<file path="src/rtl/core_scoreboard.sv">
// Producer-side register scoreboard: tracks destinations of in-flight long-latency ops
// and stalls ID on load-use, RAW/WAW against pending registers, and long-unit saturation.
module core_scoreboard #(
  parameter int unsigned MAX_OUTSTANDING = 4
) (
  input  logic        clock,
  input  logic        reset,
  input  logic        ID_valid,
  input  logic [4:0]  ID_rs,
  input  logic [4:0]  ID_rt,
  input  logic        ID_uses_rs,
  input  logic        ID_uses_rt,
  input  logic [4:0]  ID_rd,
  input  logic        ID_reg_write,
  input  logic        ID_long,
  input  logic [4:0]  EX_rd,
  input  logic        EX_mem_read,
  input  logic        flush,
  input  logic        done_valid,
  input  logic [4:0]  done_rd,
  output logic        stall,
  output logic [31:0] pending,
  output logic [3:0]  outstanding,
  output logic        overflow_err
);

  localparam logic [3:0] MAX_CNT = 4'(MAX_OUTSTANDING);

  logic [31:0] pending_q, pending_d;
  logic [3:0]  outstanding_q, outstanding_d;
  logic        overflow_q, overflow_d;

  logic rs_hit, rt_hit;
  logic load_use, raw, waw, full;
  logic issue;

  // Every hazard term looks at the registered bitmap, so a completing register
  // still stalls its consumer in the completion cycle (WB forwarding covers it after).
  always_comb begin
    rs_hit   = ID_uses_rs && (ID_rs != 5'd0);
    rt_hit   = ID_uses_rt && (ID_rt != 5'd0);
    load_use = EX_mem_read && (EX_rd != 5'd0) &&
               ((rs_hit && (EX_rd == ID_rs)) || (rt_hit && (EX_rd == ID_rt)));
    raw      = (rs_hit && pending_q[ID_rs]) || (rt_hit && pending_q[ID_rt]);
    waw      = ID_reg_write && (ID_rd != 5'd0) && pending_q[ID_rd];
    full     = ID_long && (outstanding_q == MAX_CNT);
    stall    = ID_valid && !flush && (load_use || raw || waw || full);
    issue    = ID_valid && ID_long && !flush && !stall;
  end

  always_comb begin
    pending_d     = pending_q;
    outstanding_d = outstanding_q;
    overflow_d    = overflow_q;

    if (done_valid && (done_rd != 5'd0)) begin
      pending_d[done_rd] = 1'b0;
    end
    if (issue && (ID_rd != 5'd0)) begin
      pending_d[ID_rd] = 1'b1;
    end
    pending_d[0] = 1'b0;

    // A completion with nothing in flight is a protocol error: count holds, flag sticks.
    if (done_valid && (outstanding_q == 4'd0)) begin
      overflow_d = 1'b1;
    end
    if (issue && !done_valid) begin
      outstanding_d = outstanding_q + 4'd1;
    end else if (!issue && done_valid && (outstanding_q != 4'd0)) begin
      outstanding_d = outstanding_q - 4'd1;
    end
  end

  always_ff @(posedge clock or posedge reset) begin
    if (reset) begin
      pending_q     <= '0;
      outstanding_q <= '0;
      overflow_q    <= 1'b0;
    end else begin
      pending_q     <= pending_d;
      outstanding_q <= outstanding_d;
      overflow_q    <= overflow_d;
    end
  end

  assign pending      = pending_q;
  assign outstanding  = outstanding_q;
  assign overflow_err = overflow_q;

endmodule

</file>
<file path="config.mk">
export PLATFORM = sky130hd
export DESIGN_NAME = core_scoreboard
export DESIGN_NICKNAME = d
export VERILOG_FILES = /design/src/rtl/core_scoreboard.sv
export SDC_FILE = /design/constraint.sdc
export NUM_CORES = 1
export LEC_CHECK = 0
export CORE_MARGIN = 2
export CORE_UTILIZATION = 35
export CTS_CLUSTER_SIZE = 28
export DETAILED_ROUTE_END_ITERATION = 10
export HOLD_SLACK_MARGIN = 0.08
export PLACE_DENSITY = 0.63
export SETUP_SLACK_MARGIN = 0.5
export SYNTH_ARGS = -nofsm -noshare
export SYNTH_HDL_FRONTEND = slang
export SYNTH_SLANG_ARGS = --single-unit
</file>
<file path="constraint.sdc">
create_clock -name clock -period 5.1 [get_ports clock]
set_clock_uncertainty 0.15 [all_clocks]
set_input_delay 1.02 -clock clock [delete_from_list [all_inputs] [get_ports clock]]
set_output_delay 1.02 -clock clock [all_outputs]
set_load 0.01 [all_outputs]
</file>
==> results.md, run 1 <==
- Across all hold checks on the routed design, the worst slack comes to 0.307 ns.
- The number of standard cells in the final layout excluding fillers is 472.
- The clock passes through at most 2 buffers.
- The Yosys step of the flow raised 0 warnings.
- Setup repair after global routing left no endpoint under its margin.
- For this design, the sink count on the clock tree is 36.
- After synthesis the cells add up to 2880 sq um.
- The nature of the critical path startpoint is an input port.
- The worst path uses 85.6% of the clock period.
- The async set-reset flop share out of synthesis is 100%.
- The remaining number of nets flagged by the antenna check after routing is 0.
- The number of nets handed over by synthesis was 330.
- The adder-cell share of the synthesized area is 1.57%.
- The synthesized instance count is 292.
- The startpoint-to-endpoint class of the critical path is in -> reg.
- The finished cells cover 3840 sq um.
- The length in cells of the worst reg-to-reg path is 14.
- The setup slack of the worst register-to-register path is 1.56 ns.
- The destination of the worst hold path is overflow_err.
- The total clock buffers created by CTS is 5.
- In this run the tool buffered the top-level ports with 71 buffer cells.
- The initial standard-cell utilization of the core is 35.6%.
- For this block, the initial DRC count from the detailed router was 282.
- The initial antenna violation count is 0.
- The final weighted congestion in routability-driven placement is 0.908.
- In the routed layout, each cell is associated on average with a via count of 5.82.
- The largest net degree at the start of global routing is 37.
- The synthesized netlist devotes 16.1% of its cell area to simple gates.
- In this run the power density over the cells is 263 nW/um^2.
- At the worst endpoint, the arrival time is 4.39 ns.
- The main combinational cell family by area after synthesis is compound AO/OA/AOI/OAI gates.
- The flow ran to the end, and the final reports show no timing, DRC or antenna violations.
- The sequential fraction of the synthesis area is 31.3%.
- The die is 94.7 um wide.
- For this run, the detailed router's first-pass iteration total came to 4.
- The final cell utilization of the core is 47.4%.
- The floorplan step defined a die boundary enclosing 8960 sq um.
- The worst register-to-register path begins at pending[10].
- In this run the standard cell core region covers 8090 sq um.
- Relative to the synthesized area, the layout overhead comes to 33.3%.
- The parity-gate share of the synthesized area counting xor and xnor cells is 3.96%.
- The placed instances occupy a cell area of 3720 sq um.
- In the synthesized netlist the dominant register cell turns out to be dfrtp_1.
- The number of maximum-capacitance constraint violations is 0.
- In this design, the stage delay of the slowest critical-path cell is 0.52 ns.
- VDD sags by at most 0.122 mV.
- The sum of net half-perimeters after detailed placement is 7.20 mm.
- The number of flops mapped to enable cells by yosys is 0.
- The start point of the worst min-delay path is overflow_err.
- The first-pass GRT wire length is 14.5 mm.
- After layout, the minimum clock period comes to 4.37 ns.
- The compound-gate portion of the synthesized area is 23.2%.
- The overall via count from detail_route is 2749.
- The path category of the worst min-delay check is reg -> reg.
- Setup violations remaining at the end of the flow were counted as 0.
- The number of antenna diodes in the final layout is 0.
- The end of the worst register-to-register path is outstanding[3].
- The maximum achievable frequency is 229 MHz.
- The final layout contains 404 nets.
- In the routed design, unresolved DRC markers number 0.
- In this run the worst path has a maximum fanout of 16.
- In the final routed layout, each cell accounts on average for 19.9 um.
- Multiplexer cells account for 19.3% of the synthesized area.
- The number of storage elements in the synthesis netlist is 36.
- The vertical die dimension is 94.7 um.
- The tightest slew margin relative to the limit is 62.8%.
- In this run the static leakage power is 1.52 nW.
- The final setup TNS is 0 ns.
- At the pin with the least slew margin, the transition time is 0.557 ns.
- The number of placed instances with taps included is 463.
- The tree is rooted in a clkbuf_8.
- The residual overflow from global routing is 0.
- The endpoint type of the worst setup path is a flip-flop.
- The netlist uses 55 different library cells.
- Traced cell by cell, the critical path runs through clkdlybuf4s50_1 > buf_8 > mux4_2 > a2bb2oi_1 > a31oi_1 > nor3_2 > buf_4 > nand3_2 > or2_2 > ha_1 > a21o_1 > a21oi_1 > nor2b_1 > mux2i_1 > xnor2_1.
- The number of instances on the worst hold path is 1.
- The detailed-route wire length is 9.38 mm.
- The number of pins exceeding their max-slew limit in the final report is 0.
- The worst-skew pair later-pin latency is 0.29 ns.
- In the final layout, the share of cells above drive strength 1 is 18.8%.
- The number of standard-cell rows in the floorplan is 33.
- On the critical path, the stage with the largest delay is an instance of mux4_2.
- 73 I/O pins were placed.
- Global routing consumed, over all layers together, 21.2% of the routing resources.
- The via count of the first global-routing pass was 2724.
- TritonCTS built the clock tree.
- After synthesis, the mean cell area works out to 9.86 sq um.
- Data on the critical path is required at its endpoint by 5.12 ns.
- The clock edge transition at the registers on the reported setup and hold paths is 0.07 ns.
- The count of endpoints failing hold in the final timing report is 0.
- The level count of the clock H-tree is 2.
report_power, final:
part | switching (W) | leakage, nW | internal (W) | total (W)
sequential | 0.0000747 | 0.480 | 0.000332 | 0.000406
clock | 0.0000974 | 0.0455 | 0.000110 | 0.000208
combinational | 0.000173 | 0.998 | 0.000220 | 0.000393
cell families (layout without fill, tap and decap cells):
kind of cell             count (synthesis)  in the layout
XOR/XNOR                                13             13
flip-flops                              36             36
AND/OR/NAND/NOR                         77             77
buffers and inverters                   26            101
other                                    1              1
multiplexers                            38             38
adder cells (fa/ha/maj)                  3              3
AO/OA/AOI/OAI                           98             98
cell usage after synthesis (2+ instances only):
library cell | instances | area share, %
nand2_1 | 11 | 1.4
o211ai_1 | 2 | 0.52
o21ai_0 | 39 | 6.8
a211oi_1 | 2 | 0.52
nor2b_1 | 4 | 0.87
nand4_1 | 4 | 0.87
mux4_1 | 3 | 2.7
nor4_1 | 6 | 1.3
a21o_1 | 2 | 0.52
mux2i_1 | 18 | 6.3
nand3_1 | 11 | 1.9
a22o_1 | 2 | 0.61
mux4_2 | 9 | 7.0
a311oi_1 | 2 | 0.61
or3b_2 | 2 | 0.61
nand3b_1 | 5 | 1.3
buf_2 | 4 | 0.70
nor2_1 | 6 | 0.78
a22oi_1 | 3 | 0.78
a21oi_1 | 7 | 1.2
clkbuf_1 | 11 | 1.4
o31ai_1 | 10 | 2.6
ha_1 | 2 | 0.87
buf_6 | 3 | 1.2
dfrtp_1 | 36 | 31
inv_1 | 7 | 0.91
o21ai_2 | 17 | 5.2
o22ai_1 | 2 | 0.43
mux2_2 | 7 | 2.7
xor2_1 | 8 | 2.4
nand4b_1 | 2 | 0.61
or2_2 | 3 | 0.65
or4_1 | 3 | 0.78
nand2b_1 | 9 | 2.0
or3_1 | 4 | 0.87
a31oi_1 | 3 | 0.65
xnor2_1 | 5 | 1.5
flip-flops by register name, indices dropped and copies added, names as in the netlist:
signal        count
outstanding       4
overflow_err      1
pending          31
cells in the final DEF, fill, tap and decap left out, types with 4 or more instances in the layout:
cell,netlist,layout
nor2_1,6,6
clkdlybuf4s50_1,0,62
nand2b_1,9,9
o21ai_2,17,17
nor2b_1,4,4
or3_1,4,4
mux2i_1,18,18
nand3b_1,5,5
nor4_1,6,6
a21oi_1,7,6
o21ai_0,39,39
nand3_1,11,11
mux2_2,7,7
nand2_1,11,11
xor2_1,8,8
nand4_1,4,4
dlygate4sd2_1,0,5
dfrtp_1,36,36
xnor2_1,5,5
clkbuf_8,0,6
buf_4,1,14
inv_1,7,7
o31ai_1,10,10
mux4_2,9,9
area by class of cell:
cell class | instances | area [sq um]
Fill cell | 769 | 4260
Sequential cell | 36 | 901
Multi-Input combinational cell | 230 | 1860
Tap cell | 105 | 131
Timing Repair Buffer | 86 | 827
Clock buffer | 8 | 90.1
Inverter | 7 | 26.3
worst max-delay path by stage:
| stage | start | end | cells after the start |
|---|---|---|---|
| global placement | ID_rs[0] | stall | 8 |
| CTS | ID_rs[4] | stall | 8 |
| global route | ID_rt[3] | outstanding[3] | 15 |
| finish | ID_rd[0] | outstanding[3] | 15 |
| detailed placement | ID_rs[0] | stall | 8 |
| floorplan | ID_rs[1] | outstanding[3] | 14 |
critical path, delay by kind of cell:
kind	cells	cell delay (ns)
and+or+nand+nor	4	0.81
adders and majority gates	1	0.29
buffers and inverters	3	0.86
AOI/OAI and AO/OA	4	0.66
muxes	2	0.62
xor gates and xnor gates	1	0.12
per-layer routing:
metal	track usage (%)	share of wire [%]	vias up	wire length [um]
met5	0	0	-	0
li1	-	-	1282	-
met2	33.7	48	116	4520
met3	2.47	6.4	15	597
met1	29.3	43	1336	4060
met4	8.94	2.2	0	206
metrics by stage:
stage / setup WS, ns / total power [W]
after floorplan: 1.06 / 0.000602
after global placement: 0.258 / 0.000796
after detailed placement: 0.212 / 0.000803
after CTS: 0.510 / 0.00101
after global routing: 0.594 / 0.00106
final: 0.732 / 0.00101
repair_timing:
item                                    4_1_cts  5_1_grt
buffers inserted                              1        0
pin swaps                                     1        0
hold buffers                                  0        0
resized for setup                             9        8
endpoints found under the setup margin        1        1
(Power assumes the default switching activity.)
==> inputs of run 2 (changes only) <==
--- a/config.mk
+++ b/config.mk
@@ -6,11 +6,11 @@
 export NUM_CORES = 1
 export LEC_CHECK = 0
 export CORE_MARGIN = 2
-export CORE_UTILIZATION = 35
+export CORE_UTILIZATION = 40
 export CTS_CLUSTER_SIZE = 28
 export DETAILED_ROUTE_END_ITERATION = 10
 export HOLD_SLACK_MARGIN = 0.08
-export PLACE_DENSITY = 0.63
+export PLACE_DENSITY = 0.7
 export SETUP_SLACK_MARGIN = 0.5
 export SYNTH_ARGS = -nofsm -noshare
 export SYNTH_HDL_FRONTEND = slang
==> results.md, run 2 (synthesized netlist as in run 1, its figures left out) <==
- The count of buffers from port buffering is 71 (unchanged).
- The library cells used most frequently in the layout, excluding fill and tap cells, are clkdlybuf4s50_1, o21ai_0, dfrtp_1.
- The number of vias per cell is 6.25 (+7.3%).
- The initial antenna violation count is 0 (unchanged).
- The CTS tree is done.
- The initial standard-cell utilization of the core is 41.9% (+6.3 points).
- The flip-flop count of the largest register, all copies and words added is 31 (unchanged).
- The tightest slew margin relative to the limit is 60.6% (-2.3 points).
- The final-stage net count is 400 (-0.99%).
- The worst-skew pair later-pin latency came to 0.29 ns (about the same).
- The area growth from synthesis to layout is 32.2%.
- The time the worst path needs with I/O delays and setup was 4.29 ns (-0.0762 ns).
- The startpoint-to-endpoint class of the critical path is in -> out.
- The sum of net half-perimeters after detailed placement was 6.99 mm (-2.8%).
- The data arrival time of the critical path is 3.12 ns (-1.27 ns).
- Setup repair after global routing left no endpoint under its margin.
- The largest net degree at the start of global routing came to 37 (unchanged).
- The via count of the first global-routing pass came to 2711 (-0.48%).
- The final setup TNS is 0 ns (unchanged).
- The flow ran to the end, and the final reports show no timing, DRC or antenna violations.
- The final weighted congestion in routability-driven placement was 0.907 (about the same).
- The residual overflow from global routing is 0 (unchanged).
- The maximum clock insertion buffer count came to 2 (unchanged).
- The clock edge transition at the registers on the reported setup and hold paths was 0.07 ns (about the same).
- The number of standard-cell rows in the floorplan is 30 (-9.1%).
- The number of pins exceeding their max-slew limit in the final report is 0 (unchanged).
- The DRC violation count after routing was 0 (unchanged).
- The number of standard cells in the final layout excluding fillers is 458 (-3.0%).
- The number of DRC markers in iteration 0 is 235 (-17%).
- The actual transition at the worst max-transition pin is 0.591 ns (+0.0338 ns).
- The number of maximum-capacitance constraint violations is 0 (unchanged).
- The fill cell instance count of the final layout came to 623 (-19%).
- The power density over the cells was 269 nW/um^2 (+2.3%).
- The number of antenna repair diodes was 0 (unchanged).
- The largest individual stage delay along the critical path comes from the cell clkdlybuf4s50_1.
- The leakage power of the design was 1.50 nW (-1.3%).
- The floorplan core area came to 6870 sq um (-15%).
- The endpoint type of the worst setup path is a primary output.
- The signal on the critical path passes through clkdlybuf4s50_1 > buf_12 > mux4_2 > a2bb2oi_1 > a31oi_1 > nor3_2 > a21boi_0 > dlymetal6s2s_1.
- The setup slack of the critical path after layout is 0.809 ns (+0.0762 ns).
- The ratio of final minimum period to clock period came to 84.1% (-1.5 points).
- The share of post-route cells with drive strength above 1 is 18.5% (-0.29 points).
- The maximum net fanout on the critical path came to 16 (unchanged).
- Leaving out fill and tap cells, the most frequent cell in the layout is clkdlybuf4s50_1.
- The setup slack after placement is 0.223 ns (+0.0102 ns).
- The maximum achievable frequency is 233 MHz (+1.8%).
- The worst setup path is launched from an input port.
- The level count of the clock H-tree is 2 (unchanged).
- The detailed-route wire length was 9.47 mm (+1.0%).
- The area of the die is 7890 sq um (-12%).
- The routed wirelength normalized by instance count came to 20.7 um (+4.1%).
- The first-pass GRT wire length is 14.6 mm (+1.2%).
- The width of the chip is 88.8 um (-6.2%).
- The remaining number of nets flagged by the antenna check after routing is 0 (unchanged).
- The number of placed instances with taps included is 451 (-2.6%).
- The count of endpoints failing setup in the final report was 0 (unchanged).
- The I/O pin total is 73 (unchanged).
- The total clock buffers created by CTS came to 5 (unchanged).
- The worst hold path belongs to the class reg -> reg.
- The number of iterations in the first detailed-routing pass is 5 (+1).
- The required time at the endpoint of the critical path is 3.93 ns (-1.19 ns).
- The worst IR drop on VDD is 0.0980 mV (-20%).
- The vertical die dimension is 88.8 um (-6.2%).
- The overall via count from detail_route came to 2862 (+4.1%).
- The count of endpoints failing hold in the final timing report is 0 (unchanged).
- The combined global-route utilization of all metal layers was 24.8% (+3.6 points).
- The clock net sink count is 36 (unchanged).
- The root buffer selected by CTS is clkbuf_8.
- The largest stage delay on the critical path is 0.51 ns (about the same).
-- run 2: power breakdown --
group / internal (W) / total, W / switching [W]
Clock: 0.000120 / 0.000221 / 0.000100
Sequential: 0.000332 / 0.000410 / 0.0000788
Combinational: 0.000216 / 0.000390 / 0.000174
-- run 2: routing by layer --
| layer | track usage, % | vias to the layer above | part of all wire, % |
|---|---|---|---|
| met5 | 0 | - | 0 |
| met4 | 9.37 | 0 | 1.9 |
| met3 | 3.54 | 16 | 7.7 |
| met2 | 38.5 | 169 | 47 |
| met1 | 35.2 | 1407 | 43 |
| li1 | - | 1270 | - |
-- run 2: worst max-delay path, delay by kind of cell --
family          cells  cell delay (ns)
simple gates        1             0.29
buf+inv             3             0.88
compound gates      3             0.41
mux                 1             0.51
-- run 2: area by class of cell --
type | instances | area (sq um) | share of cell area [%]
Timing Repair Buffer | 82 | 798 | 21.0
Inverter | 7 | 26.3 | 0.691
Multi-Input combinational cell | 230 | 1860 | 48.9
Tap cell | 96 | 120 | 3.16
Sequential cell | 36 | 901 | 23.7
Clock buffer | 7 | 96.3 | 2.53
-- run 2: worst paths after layout --
kind / startpoint / end / slack (ns) / cells past startpoint
worst max register to register: pending[11] / outstanding[3] / 1.66 / 13
worst min-delay path: overflow_err / overflow_err / 0.31 / 1
min in group asynchronous: reset / pending[7] / 0.99 / 3
worst min register to register: overflow_err / overflow_err / 0.31 / 1
max in group asynchronous: reset / pending[12] / 3.48 / 3
worst max-delay path: ID_rd[0] / stall / 0.81 / 8
-- run 2: timing repair --
| action | in CTS | in global routing |
|---|---|---|
| setup buffers | 0 | 0 |
| endpoints found under the hold margin | 0 | 0 |
| pin swaps | 0 | 1 |
| hold buffers | 0 | 0 |
| gates resized for setup | 11 | 3 |
| setup endpoints to repair | 1 | 1 |
| cloned | 0 | 0 |
-- run 2: through the flow --
stage | instance area, sq um | utilization (%) | power [W] | hold WS (ns)
CTS | 3800 | 55.4 | 0.00102 | 0.309
finish | 3800 | 55.4 | 0.00102 | 0.307
global route | 3800 | 55.4 | 0.00108 | 0.324
floorplan | 2880 | - | 0.000602 | 0.343
detailed placement | 3700 | 53.9 | 0.000802 | 0.293
global placement | 3700 | 53.9 | 0.000793 | 0.292
